<file path="src/rtl/shift_and_sub_divider_if.sv">
// shift_and_sub_divider_if: start/done request and result bundle shared by the divider and its controller
interface shift_and_sub_divider_if #(parameter int WIDTH = 8);
    logic             start;
    logic [WIDTH-1:0] dividend;
    logic [WIDTH-1:0] divisor;
    logic [WIDTH-1:0] quotient;
    logic [WIDTH-1:0] remainder;
    logic             div_by_zero;
    logic             busy;
    logic             done;
    modport master (output start, dividend, divisor, input quotient, remainder, div_by_zero, busy, done);
    modport slave  (input start, dividend, divisor, output quotient, remainder, div_by_zero, busy, done);
endinterface

</file>
<file path="src/rtl/shift_and_sub_divider.sv">
// shift_and_sub_divider: restoring unsigned divider, one quotient bit per clock, start/done handshake
module shift_and_sub_divider #(parameter int WIDTH = 8) (
    input logic                  clk,
    input logic                  reset,
    shift_and_sub_divider_if.slave bus
);
    localparam int CW = (WIDTH > 2) ? $clog2(WIDTH) : 1;
    localparam logic [CW-1:0] LAST = CW'(WIDTH - 1);
    typedef enum logic [1:0] {IDLE, INIT, BUSY, FINISH} state_t;
    state_t           state;
    logic [WIDTH-1:0] dvd_q, dvs_q, quot_acc, rem_acc;
    logic [WIDTH:0]   trial;
    logic [CW-1:0]    count;
    logic             dvz;
    // A restore always leaves a value below the divisor, so the top remainder bit is never needed.
    assign trial    = {rem_acc, quot_acc[WIDTH-1]} - {1'b0, dvs_q};
    assign dvz      = dvs_q == '0;
    assign bus.busy = state != IDLE;
    always_ff @(posedge clk or negedge reset) begin
        if (!reset) begin
            state           <= IDLE;
            dvd_q           <= '0;
            dvs_q           <= '0;
            quot_acc        <= '0;
            rem_acc         <= '0;
            count           <= '0;
            bus.quotient    <= '0;
            bus.remainder   <= '0;
            bus.div_by_zero <= 1'b0;
            bus.done        <= 1'b0;
        end else begin
            bus.done <= 1'b0;
            case (state)
                IDLE: if (bus.start) begin
                    dvd_q <= bus.dividend;
                    dvs_q <= bus.divisor;
                    state <= INIT;
                end
                INIT: begin
                    rem_acc  <= '0;
                    quot_acc <= dvd_q;
                    count    <= '0;
                    state    <= dvz ? FINISH : BUSY;
                end
                BUSY: begin
                    rem_acc  <= trial[WIDTH] ? {rem_acc[WIDTH-2:0], quot_acc[WIDTH-1]} : trial[WIDTH-1:0];
                    quot_acc <= {quot_acc[WIDTH-2:0], ~trial[WIDTH]};
                    count    <= count + CW'(1);
                    if (count == LAST) state <= FINISH;
                end
                FINISH: begin
                    bus.quotient    <= dvz ? '1 : quot_acc;
                    bus.remainder   <= dvz ? dvd_q : rem_acc;
                    bus.div_by_zero <= dvz;
                    bus.done        <= 1'b1;
                    state           <= IDLE;
                end
            endcase
        end
    end
endmodule

</file>
<file path="src/flat_wrapper.sv">
// flat-port wrapper written by rule: the top's interface ports become plain ports
module shift_and_sub_divider_flat 
#(parameter int WIDTH = 8)
  (clk, reset, bus_start, bus_dividend, bus_divisor, bus_quotient, bus_remainder, bus_div_by_zero, bus_busy, bus_done);
  shift_and_sub_divider_if #(.WIDTH(WIDTH)) bus_i ();
  input logic clk;
  input logic reset;
  input wire logic [$bits(bus_i.start)-1:0] bus_start;
  input wire logic [$bits(bus_i.dividend)-1:0] bus_dividend;
  input wire logic [$bits(bus_i.divisor)-1:0] bus_divisor;
  output wire logic [$bits(bus_i.quotient)-1:0] bus_quotient;
  output wire logic [$bits(bus_i.remainder)-1:0] bus_remainder;
  output wire logic [$bits(bus_i.div_by_zero)-1:0] bus_div_by_zero;
  output wire logic [$bits(bus_i.busy)-1:0] bus_busy;
  output wire logic [$bits(bus_i.done)-1:0] bus_done;
  assign bus_i.start = bus_start;
  assign bus_i.dividend = bus_dividend;
  assign bus_i.divisor = bus_divisor;
  assign bus_quotient = bus_i.quotient;
  assign bus_remainder = bus_i.remainder;
  assign bus_div_by_zero = bus_i.div_by_zero;
  assign bus_busy = bus_i.busy;
  assign bus_done = bus_i.done;
  shift_and_sub_divider #(.WIDTH(WIDTH)) u_core (.clk(clk), .reset(reset), .bus(bus_i));
endmodule
</file>
<file path="config.mk">
export PLATFORM = sky130hd
export DESIGN_NAME = shift_and_sub_divider_flat
export DESIGN_NICKNAME = d
export VERILOG_FILES = /design/src/rtl/shift_and_sub_divider_if.sv /design/src/rtl/shift_and_sub_divider.sv /design/src/flat_wrapper.sv
export SDC_FILE = /design/constraint.sdc
export NUM_CORES = 1
export LEC_CHECK = 0
export CORE_UTILIZATION = 25
export DETAILED_ROUTE_END_ITERATION = 6
export HOLD_SLACK_MARGIN = 0.08
export PLACE_DENSITY = 0.49
export SYNTH_ARGS = -nofsm -noshare
export SYNTH_HDL_FRONTEND = slang
export SYNTH_SLANG_ARGS = --single-unit
</file>
<file path="constraint.sdc">
create_clock -name clk -period 4.1 [get_ports clk]
set_clock_uncertainty 0.05 [all_clocks]
set_input_delay 0.82 -clock clk [delete_from_list [all_inputs] [get_ports clk]]
set_output_delay 0.82 -clock clk [all_outputs]
set_load 0.01 [all_outputs]
</file>
After elaboration in Yosys (flattened, before gate mapping)
Index checks and enable logic that the tools add are counted.

Equal/unequal tests: 6. Reductions and logical operators: 6. Bitwise logic cells: 1. Add/sub/neg operators: 2. Mux-type cells: 11.

Operators with widths (count): $pmux 8 s2 (2); $mux 8 (3); $sub 9x8->9 (1); $logic_not 8->1 (1); $pmux 2 s4 (1); $pmux 3 s2 (1); $eq 2x2->1 const B (2); $mux 2 (2); $reduce_and 2->1 (2); $reduce_bool 2->1 (2); $add 3x1->3 const B (1); $eq 3x3->1 const B (1); $eq 2x1->1 const B (1); $logic_not 2->1 (1); $mux 1 (2); $ne 2x1->1 const B (1); $ne 2x2->1 const B (1); $not 1->1 (1).

Register bits: 55. Input bits: 19.

Depth between registers and ports, before layout
Depth in word-level cells: 3. Gate-level depth with buffers: 8. Gate-level depth less buffers: 8.

Worst setup path after synthesis
Ideal clock, no wire load.

Kind: register to register. From: register u_core.quot_acc[7]. To: register u_core.rem_acc[5]. Data arrival time: 2.077 ns. Path buffers: 0. Setup time: 0.104 ns. Slack: 1.869 ns. Cell stages (with the launch flop): 9. Cells stage by stage: dfrtp_1 inv_1 ha_1 fa_1 nand2b_1 a21o_1 a21o_1 or4_1 o311ai_1.

Longest elaborated chain between the ends: 3.

Ends and longest elaborated chain: start, declared (line shift_and_sub_divider.sv:11) `logic [WIDTH-1:0] dvd_q, dvs_q, quot_acc, rem_acc;`; start signal, assigned (line shift_and_sub_divider.sv:41) `quot_acc <= dvd_q;`; start signal, assigned (line shift_and_sub_divider.sv:47) `quot_acc <= {quot_acc[WIDTH-2:0], ~trial[WIDTH]};`; $sub 9x8->9 (line shift_and_sub_divider.sv:16) `assign trial = {rem_acc, quot_acc[WIDTH-1]} - {1'b0, dvs_q};`; $mux 8 (line shift_and_sub_divider.sv:46) `rem_acc <= trial[WIDTH] ? {rem_acc[WIDTH-2:0], quot_acc[WIDTH-1]} : trial[WIDTH-1:0];`; $pmux 8 s2 (line shift_and_sub_divider.sv:33) `case (state)`; end signal, assigned (line shift_and_sub_divider.sv:46); end, declared (line shift_and_sub_divider.sv:11).

Every way passes these cells. A chain may end at the register's enable or synchronous reset.

Worst setup path after layout
From: register u_core.state[0]. To: output bus_busy.

Longest elaborated chain between the ends: 1.

Ends and longest elaborated chain: start, declared (line shift_and_sub_divider.sv:10) `state_t state;`; start signal, assigned (line shift_and_sub_divider.sv:43) `state <= dvz ? FINISH : BUSY;`; $reduce_bool 2->1 (line shift_and_sub_divider.sv:18) `assign bus.busy = state != IDLE;`; end, declared (line flat_wrapper.sv:14) `output wire logic [$bits(bus_i.busy)-1:0] bus_busy;`.

Every way passes these cells.

==> results by group <==
Run status
  – Status: finished, final reports clean

Power
  – Peak supply drop: 0.0002977 V
  – Power after layout: 2.699 mW
  – Pwr per Cell Area: 747.5 mW/mm^2
  – Pleak: 1.512 nW

Final layout
  – Ratio of cells with drive above 1 in the final layout: 0.1125
  – Area growth, synth to finish: 22.03%
  – Antenna Cells: 0
  – Nets: 354
  – Post-Layout Cell Count: 463

GRT
  – Largest net degree at the start of global routing: 38
  – First-pass GRT wire length: 11050 um
  – GRT Total Usage: 0.1117
  – Initial antenna violation count: 0
  – Vias in the first global route: 2124
  – Total gr overflow: 0

Synthesis
  – Mean Syn Cell Area: 10.38 um^2
  – Ys flop type: dfrtp_1
  – Cells after Synth: 285
  – Number of synthesized flops with an enable pin: 0
  – Async set or reset register ratio after synthesis: 1.000
  – Synthesized area: 0.002959 mm^2
  – #FFs+latches synth: 55
  – Yosys cell types: 48
  – Ys Warns: 0
  – Post-synthesis sequential area ratio: 0.4651
  – Syn nets: 320

Placed design
  – Post-DP HPWL: 4994 um
  – Dpl cells: 455
  – Buffers on Ports: 37
  – GP Congestion: 0.7980
  – Place WS: 1.669 ns

Clock tree
  – Cts repair resizes: 0
  – H-tree depth: 2
  – Hold-fix buffers, CTS: 0
  – CTS Buf Count: 5
  – Setup Fix Bufs, Post-CTS: 0
  – TritonCTS clock tree: yes
  – Reg clk slew, reported paths: 0.08 ns
  – Clock latency on the worst-skew pair: 0.29 ns
  – Maximum clock insertion buffer count: 2
  – Clock sinks: 55
  – Clock root cell: clkbuf_16

STA
  – Final WS setup: 1.576 ns
  – Worst Max-Slew Pin Slew: 1.079 ns
  – Unrepaired setup endpoints after global routing: no
  – Hold WS: 0.4294 ns
  – Final Setup Violations: 0
  – Setup TNS: 0 ns
  – Crit path time final: 2.524 ns
  – Final period util: 0.6155
  – Hold Vio Cnt, Final: 0
  – Max Clk Rate: 0.3962 GHz
  – Final Max Tran Viols: 0
  – Slew HR: 0.2806

Setup path
  – Crit path largest cell delay: 0.54 ns
  – Crit Path Class: reg -> out
  – Crit Path Max Fanout: 4
  – Required @ worst endpoint: 3.23 ns
  – Critical path endpoint category: primary output
  – CP startpoint kind: register
  – Worst Path Arrival: 1.65 ns
  – Crit-path leading delay family: buffers and inverters
  – Slowest cell on the critical path: clkdlybuf4s50_1
  – Crit path buf inv count: 3
  – CP cell instances: inv_1 -> ha_1 -> inv_1 -> clkdlybuf4s50_1
  – Most frequent CP cell: inv_1

Route
  – Post-Route WL: 6652 um
  – Vias per cell: 4.607
  – Wire per inst: 14.37 um
  – Total number of vias: 2133
  – DRT iter0 DRCs: 113
  – DRC Markers: 0
  – Drt pass-1 iters: 4
  – Post-route ant nets: 0

Die
  – Num ports: 38
  – Die width: 110.8 um
  – Standard-cell rows: 39
  – Core Region: 0.01147 mm^2
  – Die H: 110.8 um
  – Die area: 0.01228 mm^2
  – Initial Util: 0.2580

Hold path
  – Hold Crit Class: reg -> reg

Job
  – Max Cap Viol: 0
state kept, by name, summed over array words and instances (netlist names):
signal	flops
u_core.bus.done	1
u_core.dvd_q	8
u_core.quot_acc	8
u_core.rem_acc	8
u_core.bus.quotient	8
u_core.count	3
u_core.state	2
u_core.dvs_q	8
u_core.bus.div_by_zero	1
u_core.bus.remainder	8
power breakdown:
part	switching, mW	internal (mW)
combinational	0.687	0.611
clock	0.209	0.230
sequential	0.178	0.785
metrics by stage:
step | utilization | instance area [um^2]
floorplan | - | 2959
global placement | 0.3019 | 3462
detailed placement | 0.3019 | 3462
CTS | 0.3149 | 3611
global route | 0.3149 | 3611
finish | 0.3149 | 3611
worst register-to-register path, delay by kind of cell (launching register included):
family	cells	cell delay, ns
simple gates	1	0.10
compound gates	3	1.06
fa+ha+maj	1	0.55
mux	1	0.12
flops	1	0.45
worst paths after layout:
path / slack, ns / end / startpoint / cells past startpoint
setup / recovery: 1.58 / bus_busy / u_core.state[0] / 4
hold / removal: 0.43 / u_core.count[0] / u_core.count[0] / 1
setup reg to reg: 1.63 / u_core.rem_acc[7] / u_core.rem_acc[4] / 6
hold reg to reg: 0.43 / u_core.count[0] / u_core.count[0] / 1
max in group asynchronous: 2.64 / u_core.dvd_q[7] / reset / 2
min in group asynchronous: 0.59 / u_core.count[2] / reset / 1
layer usage:
| metal | vias up | part of all wire | GRT usage |
|---|---|---|---|
| li1 | 1072 | - | - |
| met4 | 0 | 0.011 | 0.02311 |
| met5 | - | 0 | 0 |
| met1 | 1017 | 0.51 | 0.1579 |
| met2 | 36 | 0.44 | 0.1760 |
| met3 | 8 | 0.031 | 0.02296 |
cell usage after synthesis, types with 2 or more instances:
master     instances  area, um^2
dfrtp_1           55        1376
nor2_1            37       138.9
a21oi_1           31       155.2
inv_1             18       67.56
mux2_2            17       191.4
mux2i_1           17       170.2
ha_1              15       187.7
nand2_1            9       33.78
clkbuf_1           8       30.03
nand2b_1           8       50.05
nand3_1            7       35.03
o21ai_0            5       25.02
a21o_1             4       30.03
buf_1              3       11.26
nor2b_1            3       18.77
nor3_1             3       15.01
or4_1              3       22.52
a2111oi_0          2       17.52
a211oi_1           2       15.01
and2_1             2       12.51
buf_6              2       22.52
nand3b_1           2       15.01
nand4_1            2       12.51
o2111ai_1          2       17.52
o211ai_1           2       15.01
o21a_1             2       15.01
o21ai_1            2       10.01
o221ai_1           2       17.52
final cells by class:
class                   count  area (um^2)
flip-flops and latches     55         1376
fillers                  1189         7856
repair buffers             40        387.9
inverters                  18        67.56
clock inverters             3        23.77
clock buffers               5        125.1
well taps                 143        178.9
multi-input cells         199         1451
layout by cell type (no fill, tap or decap), drive strengths merged, types with 3 or more instances in the layout:
cell type,n
dfrtp,55
mux2i,17
a2111oi,3
nor2b,3
nand2,9
nand3,7
inv,19
o211ai,3
a21oi,33
mux2,17
clkdlybuf4s50,36
ha,15
nor2,38
o21ai,7
or4,4
nor3,3
nand2b,9
a21o,4
buf,4
clkbuf,5
kinds of logic (layout without fill, tap and decap cells):
logic type	Yosys count	after routing	synth area share
AND/OR/NAND/NOR	83	83	0.1455
AO/OA/AOI/OAI	64	64	0.1467
flip-flops	55	55	0.4651
multiplexers	34	34	0.1222
buffers and inverters	31	66	0.04440
adder cells (fa/ha/maj)	16	16	0.07019
XOR/XNOR	2	2	0.005921
No activity file was read; power rests on OpenSTA's default activity.
